**src/rtl/draw_pkg.sv**
```systemverilog
// Shared types and default pixel geometry for the screen-drawing blocks
// (draw_port_arbiter, blankboard, squaremapper).
package draw_pkg;

  localparam int DRAW_XW = 9;  // 320 columns
  localparam int DRAW_YW = 8;  // 240 rows
  localparam int DRAW_CW = 3;

  typedef enum logic [1:0] {
    ST_BOOT,
    ST_IDLE,
    ST_GRANT,
    ST_RELEASE
  } draw_state_t;

endpackage

```
**src/rtl/draw_port_arbiter_rr_pick.sv**
```systemverilog
// Combinational round-robin picker: the first eligible channel at or after
// rr_ptr, wrapping modulo N_CH.
module rr_pick #(
  parameter int N_CH = 4
) (
  input  logic [N_CH-1:0]         eligible,
  input  logic [$clog2(N_CH)-1:0] rr_ptr,
  output logic                    valid,
  output logic [$clog2(N_CH)-1:0] winner
);

  localparam int IW = $clog2(N_CH);

  // Scanning from the farthest offset down lets the nearest eligible channel
  // overwrite earlier hits, so no loop break is needed.
  always_comb begin
    // NOTE: every output gets a default first so no path can infer a latch.
    valid  = 1'b0;
    winner = '0;
    for (int k = N_CH - 1; k >= 0; k--) begin
      int idx;
      idx = int'(rr_ptr) + k;
      if (idx >= N_CH) idx = idx - N_CH;
      if (eligible[idx]) begin
        valid  = 1'b1;
        winner = IW'(idx);
      end
    end
  end

endmodule

```
**src/rtl/draw_port_arbiter.sv**
```systemverilog
// Shares the VGA adapter pixel port among N_CH drawing clients: channel 0
// boot fill first, then round-robin grants with watchdog and re-arm.
module draw_port_arbiter
  import draw_pkg::*;
#(
  parameter int N_CH           = 4,
  parameter int XW             = DRAW_XW,
  parameter int YW             = DRAW_YW,
  parameter int CW             = DRAW_CW,
  parameter int TIMEOUT_CYCLES = 131072
) (
  input  logic                    clk,
  input  logic                    rst,
  input  logic [N_CH-1:0]         req,
  input  logic [N_CH*XW-1:0]      cl_x,
  input  logic [N_CH*YW-1:0]      cl_y,
  input  logic [N_CH*CW-1:0]      cl_colour,
  input  logic [N_CH-1:0]         cl_plot,
  input  logic [N_CH-1:0]         cl_done,
  output logic [N_CH-1:0]         start,
  output logic [XW-1:0]           vga_x,
  output logic [YW-1:0]           vga_y,
  output logic [CW-1:0]           vga_colour,
  output logic                    vga_plot,
  output logic                    busy,
  output logic                    boot_done,
  output logic [$clog2(N_CH)-1:0] active_ch,
  output logic [N_CH-1:0]         timeout_err
);

  localparam int IW   = $clog2(N_CH);
  localparam int CNTW = (TIMEOUT_CYCLES > 1) ? $clog2(TIMEOUT_CYCLES) : 1;

  draw_state_t     state_q, state_d;
  logic [CNTW-1:0] cnt_q;
  logic [N_CH-1:0] armed_q, armed_d;
  logic [IW-1:0]   rr_ptr_q;
  logic [N_CH-1:0] start_d;
  logic [IW-1:0]   grant_ch_d, src_ch;
  logic            pick_valid, done_w, timeout_hit, release_grant, pix_en;
  logic [IW-1:0]   pick_w;

  rr_pick #(.N_CH(N_CH)) u_pick (
    .eligible (req & armed_q),
    .rr_ptr   (rr_ptr_q),
    .valid    (pick_valid),
    .winner   (pick_w)
  );

  assign done_w        = cl_done[active_ch];
  assign timeout_hit   = (TIMEOUT_CYCLES != 0) && (cnt_q == CNTW'(TIMEOUT_CYCLES - 1));
  assign release_grant = (state_q == ST_GRANT) && (done_w || timeout_hit);
  // start is registered and one-hot, so this is glitch-free and low in reset.
  assign busy          = |start;

  always_ff @(posedge clk or posedge rst) begin
    // NOTE: sequential state uses non-blocking assignments only.
    if (rst) state_q <= ST_BOOT;
    else     state_q <= state_d;
  end

  always_comb begin
    state_d = state_q;
    unique case (state_q)
      ST_BOOT:    if (cl_done[0]) state_d = ST_RELEASE;
      ST_IDLE:    if (pick_valid) state_d = ST_GRANT;
      ST_GRANT:   if (done_w || timeout_hit) state_d = ST_RELEASE;
      ST_RELEASE: state_d = ST_IDLE;
      default:    state_d = ST_BOOT;
    endcase
  end

  always_comb begin
    grant_ch_d = (state_q == ST_IDLE) ? pick_w : active_ch;
    start_d    = '0;
    if (state_d == ST_BOOT)       start_d[0]          = 1'b1;
    else if (state_d == ST_GRANT) start_d[grant_ch_d] = 1'b1;
    src_ch  = (state_q == ST_GRANT) ? active_ch : '0;
    pix_en  = (state_q == ST_BOOT) || (state_q == ST_GRANT);
    // Done beats the re-arm: a client dropping req with done re-arms a cycle later.
    armed_d = armed_q | ~req;
    if (release_grant) armed_d[active_ch] = 1'b0;
  end

  always_ff @(posedge clk or posedge rst) begin
    if (rst) begin
      start       <= '0;
      active_ch   <= '0;
      cnt_q       <= '0;
      armed_q     <= '1;
      rr_ptr_q    <= IW'(1);
      boot_done   <= 1'b0;
      timeout_err <= '0;
      vga_x       <= '0;
      vga_y       <= '0;
      vga_colour  <= '0;
      vga_plot    <= 1'b0;
    end else begin
      start   <= start_d;
      armed_q <= armed_d;
      if (state_q == ST_BOOT && cl_done[0]) boot_done <= 1'b1;
      if (state_q == ST_IDLE && pick_valid) begin
        active_ch <= pick_w;
        cnt_q     <= '0;
      end else if (state_q == ST_GRANT) begin
        cnt_q <= cnt_q + 1'b1;
      end
      if (release_grant) begin
        rr_ptr_q  <= (active_ch == IW'(N_CH - 1)) ? '0 : active_ch + 1'b1;
        active_ch <= '0;
        if (!done_w) timeout_err[active_ch] <= 1'b1;
      end
      if (pix_en) begin
        vga_x      <= cl_x[int'(src_ch)*XW +: XW];
        vga_y      <= cl_y[int'(src_ch)*YW +: YW];
        vga_colour <= cl_colour[int'(src_ch)*CW +: CW];
        vga_plot   <= cl_plot[src_ch] & start[src_ch];
      end else begin
        vga_plot   <= 1'b0;
      end
    end
  end

endmodule

```
**config.mk**
```make
export PLATFORM = sky130hd
export DESIGN_NAME = draw_port_arbiter
export DESIGN_NICKNAME = d
export VERILOG_FILES = /design/src/rtl/draw_pkg.sv /design/src/rtl/draw_port_arbiter_rr_pick.sv /design/src/rtl/draw_port_arbiter.sv
export SDC_FILE = /design/constraint.sdc
export NUM_CORES = 1
export LEC_CHECK = 0
export CAP_MARGIN = 40
export CORE_MARGIN = 2
export CORE_UTILIZATION = 44
export DETAILED_ROUTE_END_ITERATION = 10
export PLACE_DENSITY = 0.8
export SETUP_SLACK_MARGIN = 0.5
export SYNTH_ARGS = -nofsm -noshare
export SYNTH_HDL_FRONTEND = slang
export SYNTH_SLANG_ARGS = --single-unit
```
**constraint.sdc**
```tcl
create_clock -name clk -period 3 [get_ports clk]
set_clock_uncertainty 0.2 [all_clocks]
set_input_delay 0.6 -clock clk [delete_from_list [all_inputs] [get_ports clk]]
set_output_delay 0.6 -clock clk [all_outputs]
set_load 0.05 [all_outputs]
```
==> metrics.md, run 1 <==
| Metric | Value |
|---|---|
| Sw frac | `48.0%` |
| Syn Inst Count | `377` |
| Initial Utilization | `45.4%` |
| M2 GR Usage | `37.6%` |
| DR vias | `3220` |
| Multi-input gate area | `1750 sq um` |
| Clock sink count | `57` |
| Synthesized area per cell | `8.74 sq um` |
| PortBufs | `126` |
| Final Cycle Share | `78.6%` |
| FF+latch count, synth | `57` |
| Cell Rows | `31` |
| Pwr/cell area | `931 nW/um^2` |
| Clock share of power | `15.5%` |
| Net Count, Synth | `477` |
| CTS tree | `done` |
| Area post-placement | `4640 sq um` |
| Antenna cells | `0` |
| Hpwl dp | `7200 um` |
| Vias in the first global route | `3064` |
| Post-synth top cells | `nand2_1 (87), o21ai_0 (61), dfrtp_1 (52), nand3_1 (28), mux2_2 (20)` |
| GPL Wtd Cong | `0.884` |
| Cell leakage power | `0.00208 uW` |
| Yosys warning count | `0` |
| Core area | `7250 sq um` |
| Initial DRT Pass Iterations | `4` |
| Ys flop type | `dfrtp_1` |
| Final hold violation count | `0` |
| CP Cell Sequence | `clkdlybuf4s50_1, nand2_2, a21bo_2, a221oi_1, a21oi_1, nor2b_2, a32o_1` |
| Worst-Margin Slew | `0.799 ns` |
| # nets final | `601` |
| Clk buf depth | `2` |
| Final count of negative-setup-slack endpoints | `0` |
| Distinct cells, synth | `51` |
| GR Overflow Total | `0` |
| Kind of critical path | `in -> reg` |
| Pint | `2350 uW` |
| Avg WL per Cell | `16.1 um` |
| Comb power frac | `56.9%` |
| Post-synth EDFFs | `0` |
| Pin count of the biggest net entering global routing | `58` |
| Hold crit path type | `reg -> reg` |
| CP max-delay cell | `clkdlybuf4s50_1` |
| CTS H-tree lvls | `3` |
| Crit path launch type | `primary input` |
| Design area | `4840 sq um` |
| Kind of end point of the critical path | `register` |
| Via-to-Cell Ratio | `5.32` |
| DP Worst Slack | `0.312 ns` |
| Number of I/O pins | `127` |
| Run status | `finished, final reports clean` |
| Synth top area cells | `dfrtp_1 (40%), nand2_1 (9.9%), o21ai_0 (9.3%), mux2_2 (6.8%), nand3_1 (4.3%)` |
| Global-route wire length before repair | `15800 um` |
| Post-CTS Setup Inserts | `0` |
| Synth top area share | `39.5%` |
| FF-to-FF setup slack | `0.68 ns` |
| Critical Path Fanout Max | `8` |
| Antenna violations before repair | `0` |
| Arrival time at the worst endpoint | `2.38 ns` |
| Post-CTS Hold Fix Bufs | `0` |
| Setup TNS | `0 ns` |
| Fin. max-slew vios | `0` |
| MaxCap Viol Count | `0` |
| Share of post-route cells with drive strength above 1 | `13.4%` |
| Gr busiest metal | `met2` |
| Worst EP required | `3.02 ns` |
| Register area | `1430 sq um` |
| Async set-reset flop share out of synthesis | `100%` |
| Root Driver | `clkbuf_8` |
| Synthesized area | `3290 sq um` |
| Met1 usage | `32.3%` |
| Design Power | `4510 uW` |
| RSZ-0062 raised after global routing | `false` |
| Post-synth top area cell | `dfrtp_1` |
| DRT iter0 DRCs | `139` |
| Routing usage on met3 | `6.68%` |
| GRT Total Usage | `24.3%` |
| Die height | `90.5 um` |
| Die W | `90.5 um` |
| CTS buffer count | `9` |
| Seq pwr share | `27.7%` |
| Sequential-to-total area share from yosys stat | `43.5%` |
| Most frequent cell after synthesis | `nand2_1` |
| Worst-skew pair later-pin latency | `0.34 ns` |
| Max stage delay on crit path | `0.49 ns` |
| Clock slew at reported path FFs | `0.06 ns` |
| DRC | `0` |
| Crit path time final | `2.36 ns` |
| Final wirelength | `9720 um` |
| Max_slew headroom | `46.6%` |
| Setup WS post-layout | `0.642 ns` |
| Fillers | `573` |
| Die ar. | `8190 sq um` |
| P&R area growth vs syn | `47.0%` |
| Worst IR drop on VDD | `0.502 mV` |
| Peak Freq | `424 MHz` |
| Routed Antenna Nets | `0` |
| Sw power | `2160 uW` |
## through the flow
stage                     hold WS, ns  util (%)  std cells
after global routing            0.282      66.7        605
after global placement          0.244      64.0        589
final                           0.259      66.7        605
after CTS                       0.266      66.7        605
after detailed placement        0.247      64.0        589
after floorplan                 0.240         -        377
## per-layer routing
metal  vias to the layer above  wire length [um]
met2                       105              4580
met5                         -                 0
met4                         0               144
met1                      1519              4270
li1                       1584                 -
met3                        12               721
## sequential cells by signal (all words and copies together), names as in the netlist
signal / flops
cnt_q: 17
vga_x: 9
vga_y: 8
armed_q: 4
start: 4
timeout_err: 4
vga_colour: 3
active_ch: 2
rr_ptr_q: 2
state_q: 2
boot_done: 1
vga_plot: 1
## cell families after synthesis
logic type / count (synthesis) / synth area share (%)
compound gates: 95 / 18.3
xor+xnor: 2 / 0.532
fa+ha+maj: 6 / 2.28
buf+inv: 26 / 3.46
flops: 57 / 43.5
mux: 24 / 8.43
simple gates: 167 / 23.5
## cells in the final DEF, fill, tap and decap left out, types with 6 or more instances in the layout
cell type	synthesis	routed
nand3_1	28	28
nand2_1	87	87
clkbuf_8	0	9
o21ai_0	61	61
buf_4	1	10
and3_1	7	7
mux2_2	20	20
nor2_1	18	17
dfrtp_1	52	52
clkdlybuf4s50_1	0	123
a21oi_1	6	6
ha_1	6	6
## worst paths after layout
check,start,endpoint,depth (start not counted)
max reg2reg,cnt_q[0],start[1],9
min in group asynchronous,rst,cnt_q[0],3
max in group asynchronous,rst,timeout_err[2],3
min reg2reg,timeout_err[2],timeout_err[2],1
max,req[3],start[0],7
min,timeout_err[2],timeout_err[2],1
## timing repair
action | in CTS | in global routing
endpoints found under the setup margin | 2 | 15
resized for setup | 2 | 4
hold endpoints to repair | 0 | 0
## power by group through the flow
stage | clock, uW | sequential, uW | combinational [uW]
after global routing | 747 | 1280 | 2750
after CTS | 715 | 1250 | 2580
final | 698 | 1250 | 2560
after detailed placement | 0 | 1260 | 2580
after floorplan | 0 | 1860 | 1100
after global placement | 0 | 1240 | 2520
## worst max-delay path: cells and delay by family
kind,cells,cell delay [ns]
AO/OA/AOI/OAI,4,0.96
buffers and inverters,1,0.49
AND/OR/NAND/NOR,2,0.32
## final cells by class
cell class / instances / area share, %
multi-input cells: 294 / 36.2
flip-flops and latches: 57 / 29.6
repair buffers: 135 / 27.3
clock buffers: 9 / 2.56
well taps: 99 / 2.56
clock inverters: 7 / 1.47
inverters: 4 / 0.310
Note: power is estimated with default switching activity, not from simulation.
==> inputs of run 2 (changes only) <==
==> constraint.sdc (replaced) <==
create_clock -name clk -period 2.3 [get_ports clk]
set_clock_uncertainty 0.2 [all_clocks]
set_input_delay 0.46 -clock clk [delete_from_list [all_inputs] [get_ports clk]]
set_output_delay 0.46 -clock clk [all_outputs]
set_load 0.05 [all_outputs]
==> metrics.md, run 2 (synthesis gave the netlist of run 1 again) <==
| Metric | Value |
|---|---|
| Worst-Margin Slew | `0.455 ns (-0.345 ns)` |
| Vias in the first global route | `3499 (+14%)` |
| DRT iter0 DRCs | `298 (+110%)` |
| Largest Register | `cnt_q` |
| Cell leakage power | `0.00268 uW (+29%)` |
| Fillers | `351 (-39%)` |
| MaxCap Viol Count | `0 (unchanged)` |
| Initial DRT Pass Iterations | `5 (+1)` |
| Critical Path Fanout Max | `2 (-6)` |
| Kind of end point of the critical path | `primary output` |
| Worst-case reg-to-reg path depth | `6 (-3)` |
| CTS tree | `done` |
| GR Overflow Total | `0 (unchanged)` |
| Core area | `7250 sq um (unchanged)` |
| FF-to-FF setup slack | `0.19 ns (-0.49 ns)` |
| CTS H-tree lvls | `3 (unchanged)` |
| P&R area growth vs syn | `82.8%` |
| Hold_ws | `0.253 ns (-0.00587 ns)` |
| Worst-skew pair later-pin latency | `0.35 ns (about the same)` |
| FF-to-FF End | `start[2]` |
| Largest registers | `cnt_q x17, vga_x x9, vga_y x8` |
| Setup WS post-layout | `0.169 ns (-0.473 ns)` |
| Worst EP required | `1.64 ns (-1.38 ns)` |
| PortBufs | `126 (unchanged)` |
| Post-CTS Hold Fix Bufs | `0 (unchanged)` |
| Via-to-Cell Ratio | `5.97 (+12%)` |
| # nets final | `647 (+7.7%)` |
| RSZ-0062 raised after global routing | `true` |
| Initial Utilization | `45.4% (unchanged)` |
| DRC | `0 (unchanged)` |
| DP Worst Slack | `-0.139 ns (-0.451 ns)` |
| CTS buffer count | `9 (unchanged)` |
| Final Cycle Share | `92.7%` |
| Global-route wire length before repair | `18300 um (+15%)` |
| Number of I/O pins | `127 (unchanged)` |
| Kind of critical path | `reg -> out` |
| Root Driver | `clkbuf_8` |
| Fin. max-slew vios | `0 (unchanged)` |
| Hold crit path type | `in -> async` |
| Antenna cells | `0 (unchanged)` |
| Peak Freq | `469 MHz` |
| Pwr/cell area | `1260 nW/um^2 (+36%)` |
| Max reg flops | `17 (unchanged)` |
| Worst IR drop on VDD | `0.881 mV (+76%)` |
| Crit path launch type | `register` |
| Antenna violations before repair | `0 (unchanged)` |
| Crit path time final | `2.13 ns` |
| Cell Rows | `31 (unchanged)` |
| Hpwl dp | `7630 um (+6.1%)` |
| Most common cell after layout, fill and taps aside | `clkdlybuf4s50_1` |
| Pin count of the biggest net entering global routing | `45 (-22%)` |
| Die ar. | `8190 sq um (unchanged)` |
| Reg-to-reg critical path startpoint | `armed_q[1]` |
| Max_slew headroom | `69.7% (+23 points)` |
| DR vias | `3887 (+21%)` |
| Share of post-route cells with drive strength above 1 | `46.2% (+33 points)` |
| Die height | `90.5 um (unchanged)` |
| Final wirelength | `14900 um (+53%)` |
| Clock slew at reported path FFs | `0.07 ns (about the same)` |
| GPL Wtd Cong | `0.804 (-9.1%)` |
| Run status | `finished, final reports clean` |
| Die W | `90.5 um (unchanged)` |
| Clock sink count | `57 (unchanged)` |
| GRT Total Usage | `28.1% (+3.8 points)` |
| Final hold violation count | `0 (unchanged)` |
| Avg WL per Cell | `22.9 um (+42%)` |
| Commonest non-fill, non-tap cells in the layout | `clkdlybuf4s50_1 (85), nand2_1 (63), dfrtp_1 (44)` |
| Final count of negative-setup-slack endpoints | `0 (unchanged)` |
| Clk buf depth | `2 (unchanged)` |
| Arrival time at the worst endpoint | `1.47 ns (-0.91 ns)` |
| Routed Antenna Nets | `0 (unchanged)` |
[run 2: stage by stage]
stage / total power [uW] / instances / cell area (sq um) / TNS (ns) / util [%]
after floorplan: 3910 / 377 / 3350 / 0 / -
after global placement: 5070 / 601 / 4810 / -0.333 / 66.3
after detailed placement: 5160 / 601 / 4810 / -0.742 / 66.3
after CTS: 6640 / 635 / 5410 / 0 / 74.6
after global routing: 7870 / 651 / 6020 / 0 / 83.0
final: 7610 / 651 / 6020 / 0 / 83.0
[run 2: what timing repair did]
| action | CTS | global route |
|---|---|---|
| cloned | 2 | 2 |
| pin swaps | 16 | 78 |
| buffers inserted | 16 | 14 |
| resized for setup | 151 | 165 |
| setup endpoints to repair | 81 | 50 |
[run 2: per-layer routing]
layer | share of wire [%] | track usage, % | wire, um
met1 | 38 | 34.2 | 5610
met2 | 50 | 47.7 | 7420
met3 | 8.1 | 6.93 | 1210
met4 | 4.4 | 11.2 | 662
met5 | 0 | 0 | 0
[run 2: where the power goes]
part           internal [uW]  switching (uW)
clock                    744             438
sequential              1360             309
combinational           1830            2930
total                   3930            3680
[run 2: area by class of cell]
type | count | area [sq um] | share of cell area [%]
clock buffer | 10 | 138 | 2.29
clock inverter | 6 | 105 | 1.75
multi-input combinational | 294 | 2320 | 38.5
inverter | 4 | 22.5 | 0.374
timing repair buffer | 181 | 1870 | 31.1
tap | 99 | 124 | 2.06
sequential | 57 | 1440 | 24.0
[run 2: worst max-delay path: stages (launching register included)]
cell and delay (ns):
dfrtp_2 0.41, or4_4 0.54, buf_8 0.17
[run 2: worst max path at each step]
stage	start	to	slack, ns	cells after the start
floorplan	active_ch[0]	start[1]	0.26	6
global placement	req[1]	start[0]	-0.10	7
CTS	start[2]	busy	0.20	2
finish	start[2]	busy	0.17	2
global route	start[2]	busy	0.14	2
detailed placement	req[1]	start[0]	-0.14	7
==> inputs of run 3 (changes only) <==
--- a/config.mk
+++ b/config.mk
@@ -8,8 +8,10 @@
 export CAP_MARGIN = 40
 export CORE_MARGIN = 2
 export CORE_UTILIZATION = 44
+export CTS_CLUSTER_DIAMETER = 30
 export DETAILED_ROUTE_END_ITERATION = 10
 export PLACE_DENSITY = 0.8
+export RECOVER_POWER = 25
 export SETUP_SLACK_MARGIN = 0.5
 export SYNTH_ARGS = -nofsm -noshare
 export SYNTH_HDL_FRONTEND = slang
==> metrics.md, run 3 (synthesis gave the netlist of run 1 again) <==
| Metric | Value |
|---|---|
| Post-CTS Hold Fix Bufs | `0 (unchanged)` |
| Commonest non-fill, non-tap cells in the layout | `clkdlybuf4s50_1 (84), nand2_1 (63), dfrtp_1 (44)` |
| CTS H-tree lvls | `3 (unchanged)` |
| Global-route wire length before repair | `18300 um (unchanged)` |
| Largest registers | `cnt_q x17, vga_x x9, vga_y x8` |
| Pwr/cell area | `1270 nW/um^2 (+0.15%)` |
| Critical Path Fanout Max | `2 (unchanged)` |
| Clock share of power | `15.6% (about the same)` |
| Run status | `finished, final reports clean` |
| Pint | `3930 uW (-0.24%)` |
| GPL Wtd Cong | `0.804 (unchanged)` |
| Crit path launch type | `register` |
| Antenna cells | `0 (unchanged)` |
| Arrival time at the worst endpoint | `1.47 ns (about the same)` |
| Max_slew headroom | `33.3% (-36 points)` |
| GR Overflow Total | `0 (unchanged)` |
| Register area | `1440 sq um (unchanged)` |
| DR vias | `3884 (-0.077%)` |
| DRC | `0 (unchanged)` |
| Hold_ws | `0.265 ns (+0.0119 ns)` |
| Number of I/O pins | `127 (unchanged)` |
| Pin count of the biggest net entering global routing | `45 (unchanged)` |
| Final Cycle Share | `92.8% (+0.12 points)` |
| Final count of negative-setup-slack endpoints | `0 (unchanged)` |
| DP Worst Slack | `-0.139 ns (unchanged)` |
| Largest Register | `cnt_q` |
| Kind of critical path | `reg -> out` |
| Setup WS post-layout | `0.166 ns (-0.00276 ns)` |
| Die height | `90.5 um (unchanged)` |
| Worst-skew pair later-pin latency | `0.35 ns (about the same)` |
| Avg WL per Cell | `22.8 um (-0.30%)` |
| Die ar. | `8190 sq um (unchanged)` |
| RSZ-0062 raised after global routing | `true` |
| DRT iter0 DRCs | `239 (-20%)` |
| Worst-Margin Slew | `1.00 ns (+0.546 ns)` |
| Worst-case reg-to-reg path depth | `6 (unchanged)` |
| Hpwl dp | `7630 um (unchanged)` |
| Cell Rows | `31 (unchanged)` |
| Setup TNS | `0 ns (unchanged)` |
| CTS tree | `done` |
| Initial Utilization | `45.4% (unchanged)` |
| Most common cell after layout, fill and taps aside | `clkdlybuf4s50_1` |
| # nets final | `647 (unchanged)` |
| Sw frac | `48.3% (about the same)` |
| P&R area growth vs syn | `82.2%` |
| Hold Crit Depth | `1` |
| Crit path time final | `2.13 ns (+0.00276 ns)` |
| Initial DRT Pass Iterations | `4 (-1)` |
| Vias in the first global route | `3499 (unchanged)` |
| Sw power | `3670 uW (about the same)` |
| GRT Total Usage | `28.1% (unchanged)` |
| Hold crit path type | `reg -> reg` |
| Multi-input gate area | `2320 sq um (unchanged)` |
| Comb power frac | `62.5% (about the same)` |
| Final hold violation count | `0 (unchanged)` |
| Routed Antenna Nets | `0 (unchanged)` |
| Max reg flops | `17 (unchanged)` |
| Fin. max-slew vios | `0 (unchanged)` |
| Cell leakage power | `0.00267 uW (-0.30%)` |
| Kind of end point of the critical path | `primary output` |
| Worst EP required | `1.64 ns (about the same)` |
| Worst IR drop on VDD | `0.881 mV (about the same)` |
| Seq pwr share | `21.9% (about the same)` |
| CTS buffer count | `9 (unchanged)` |
| Peak Freq | `469 MHz (-0.13%)` |
| Clk buf depth | `2 (unchanged)` |
| Share of post-route cells with drive strength above 1 | `46.0% (-0.18 points)` |
| Final wirelength | `14900 um (-0.30%)` |
| Root Driver | `clkbuf_8` |
| Core area | `7250 sq um (unchanged)` |
| Die W | `90.5 um (unchanged)` |
| Post-layout util | `82.7% (-0.26 points)` |
| Via-to-Cell Ratio | `5.97 (about the same)` |
| Clock sink count | `57 (unchanged)` |
| Clock slew at reported path FFs | `0.07 ns (about the same)` |
| Antenna violations before repair | `0 (unchanged)` |
| Fillers | `355 (+1.1%)` |
| PortBufs | `126 (unchanged)` |
| MaxCap Viol Count | `0 (unchanged)` |
run 3: routing by layer:
metal | wire length [um] | vias up | GRT usage [%]
li1 | - | 1682 | -
met1 | 5620 | 1912 | 34.2
met2 | 7430 | 228 | 47.7
met3 | 1150 | 62 | 6.93
met4 | 657 | 0 | 11.2
met5 | 0 | - | 0
run 3: path summary, 6_finish.rpt:
kind | from | to | slack [ns]
setup / recovery | start[2] | busy | 0.17
hold / removal | timeout_err[2] | timeout_err[2] | 0.27
min in group asynchronous | rst | timeout_err[3] | 0.42
setup reg to reg | armed_q[1] | start[0] | 0.19
hold reg to reg | timeout_err[2] | timeout_err[2] | 0.27
max in group asynchronous | rst | cnt_q[5] | 0.41
run 3: layout make-up:
| type | instances | share of cell area [%] |
|---|---|---|
| repair buffers | 181 | 30.9 |
| well taps | 99 | 2.06 |
| inverters | 4 | 0.334 |
| multi-input cells | 294 | 38.6 |
| flip-flops and latches | 57 | 24.0 |
| clock buffers | 10 | 2.29 |
| clock inverters | 6 | 1.75 |
run 3: power by group through the flow:
stage	combinational (uW)	clock [uW]	sequential (uW)
floorplan	1470	0	2440
global placement	3460	0	1620
detailed placement	3530	0	1630
CTS	3880	1150	1620
global route	4940	1240	1690
finish	4750	1190	1670
run 3: timing repair:
item / 4_1_cts / 5_1_grt
buffers inserted: 16 / 14
setup endpoints to repair: 81 / 50
cloned: 2 / 2
resized for setup: 151 / 165
pin swaps: 16 / 78
run 3: critical path, cell delays in order, from the launching register on:
cell and delay [ns]:
dfrtp_2 0.41, or4_4 0.54, buf_8 0.17
run 3: per-stage QoR:
stage                     total power (uW)  instance area (sq um)  cells
after floorplan                       3910                   3350    377
after global placement                5070                   4810    601
after detailed placement              5160                   4810    601
after CTS                             6640                   5410    635
after global routing                  7860                   6000    651
final                                 7600                   6000    651
==> variant, RTL diff (config.mk and constraints of run 1) <==
Encoding of `draw_state_t`: now one-hot (4 bits for 4 states).
--- a/src/rtl/draw_pkg.sv
+++ b/src/rtl/draw_pkg.sv
@@ -6,11 +6,11 @@
   localparam int DRAW_YW = 8;  // 240 rows
   localparam int DRAW_CW = 3;
 
-  typedef enum logic [1:0] {
-    ST_BOOT,
-    ST_IDLE,
-    ST_GRANT,
-    ST_RELEASE
+  typedef enum logic [3:0] {
+    ST_BOOT    = 4'b0001,
+    ST_IDLE    = 4'b0010,
+    ST_GRANT   = 4'b0100,
+    ST_RELEASE = 4'b1000
   } draw_state_t;
 
 endpackage
Function: no difference found for any inputs over 10 cycles, from zero or initial values and one cycle with rst high; not proved beyond that.
==> variant against run 1 <==
- area after synthesis rose by 4.1%
- wire length fell by 1.4%
- worst hold slack barely moved
- power fell by 7.9%
- non-clock buffer count rose by 4
- sequential share of layout area fell by 0.13 points
- setup slack got worse by 0.057 ns
- utilization fell by 0.84 points
- combinational power fell by 22%
- design area rose by 4.1%
- sequential cell count rose by 2
- first-iteration DRC count fell by 28%
==> variant: results (changes against run 1) <==
Finish
  • Share of layout cells above drive strength 1: 11.5% (-2.0 points)
  • Nets: 609 (+1.3%)
  • Layout fillers: 625 (+9.1%)
  • Largest registers: cnt_q: 17 flops, vga_x: 9 flops, vga_y: 8 flops
  • N_diodes: 0 (unchanged)

Synth
  • Post-synth top cells: dfrtp_1 (53), nand2_1 (53), nor2_1 (51)
  • Sequential share of the synthesized area: 43.3% (-0.23 points)
  • Top post-synthesis cells by area: dfrtp_1 (39%), nand2_1 (5.8%), nor2_1 (5.6%)
  • Ys Warns: 0 (unchanged)
  • Number of library cell types mapped by synthesis: 46 (-9.8%)
  • Syn nets: 487 (+2.1%)
  • Top FF cell, synth: dfrtp_1
  • Async S/R FF share, synth: 100% (unchanged)

STA
  • Slew headroom: 50.1% (+3.5 points)

Placed design
  • Detail Placement HPWL: 6830 um (-5.1%)
  • Pre-CTS setup slack: 0.519 ns (+0.207 ns)
  • RD Place Congestion: 0.801 (-9.4%)
  • Port bufs: 126 (unchanged)

Clock network
  • Root buffer cell: clkbuf_8
  • Clock latency on the worst-skew pair: around 0.33 ns
  • Clock Path Buffers: 2 (unchanged)
  • CTS Buf Count: 9 (unchanged)
  • Clk pin slew, worst setup/hold paths: 0.07 ns
  • H-tree levels: 3 (unchanged)

Worst setup path
  • Worst-path fanout max: 3 (-5)
  • Crit path DAT: 1.61 ns (-0.77 ns)

Power and ir drop
  • LEAKAGE: 2.17 nW (+4.2%)
  • VDD IR max: 0.000406 V (-19%)

Global route
  • Initial antenna violation count: 0 (unchanged)
  • GRT Resource Usage Total: 22.8% (-1.5 points)
  • Pin count of the biggest net entering global routing: 60 (+3.4%)
  • Vias in the first global route: 3,112 (+1.6%)
  • First-pass GRT wire length: 15,400 um (-2.9%)

Routing
  • First drt pass iteration count: 4 (unchanged)
  • Initial DRC count: 100 (-28%)
  • Routed vias: 3,281 (+1.9%)
  • Routed WL: 9580 um (-1.4%)

Status
  • Status: completed

Hold path
  • Hold WC Path Type: flop to flop
variant: cell types whose count changed after synthesis, moves of 7 or more:
cell	before	now
a211oi_1	0	10
a21o_1	5	17
a21oi_1	6	22
a311oi_1	2	15
and2_1	1	13
mux2_2	20	11
nand2_1	87	53
nand3_1	28	6
nor2_1	18	51
o21ai_0	61	8
o22ai_1	0	10
o31ai_1	3	10
variant: per-layer routing:
metal  up-vias  GRT usage, %  routed length, um
li1       1620             -                  -
met1      1541          31.6               4460
met2       112          36.4               4350
met3         8          4.03                674
met4         0          7.34                 94
met5         -             0                  0
variant: kinds of logic after synthesis:
kind of cell,Yosys count,synth area share [%]
and+or+nand+nor,163,22.7
DFF,59,43.3
xor gates and xnor gates,12,3.06
muxes,13,4.56
adders and majority gates,6,2.19
AOI/OAI and AO/OA,99,19.7
buffers and inverters,35,4.56
variant: repair_timing:
action / 4_1_cts / 5_1_grt
gates resized for setup: 3 / 4
setup endpoints to repair: 1 / 12
endpoints found under the hold margin: 0 / 0
pin swaps: 0 / 1
buffers inserted: 0 / 2
variant: power by group:
part	switching, W	internal [W]	leakage [nW]
clock network	0.000307	0.000509	0.119
registers	0.000258	0.00109	0.742
logic	0.00120	0.000793	1.31
variant: per-stage QoR:
stage	std cells	hold slack (ns)	area [um2]	total power [W]	utilization, %
after floorplan	387	0.289	3430	0.00266	-
after global placement	597	0.242	4770	0.00327	62.4
after detailed placement	598	0.247	4780	0.00335	62.6
after CTS	614	0.261	5010	0.00418	65.5
after global routing	616	0.270	5040	0.00439	65.9
final	616	0.259	5040	0.00415	65.9
variant: worst max-delay path: stages, from the launching register on:
cell and delay, ns:
dfrtp_1 0.40, or4_1 0.53, clkdlybuf4s15_2 0.36
variant: final cells by class:
cell class,instances,share of cell area [%]
tap,102,2.53
timing repair buffer,139,27.1
clock inverter,5,1.49
inverter,7,0.521
sequential,59,29.5
multi-input combinational,293,35.9
clock buffer,11,3.00
variant: final timing paths:
path / slack [ns] / end / cells past startpoint / start
min reg2reg: 0.26 / timeout_err[0] / 1 / timeout_err[0]
max reg2reg: 0.63 / start[2] / 6 / state_q[2]
max in group asynchronous: 1.47 / active_ch[0] / 3 / rst
min in group asynchronous: 0.58 / state_q[1] / 3 / rst
max: 0.59 / busy / 2 / start[1]
min: 0.26 / timeout_err[0] / 1 / timeout_err[0]
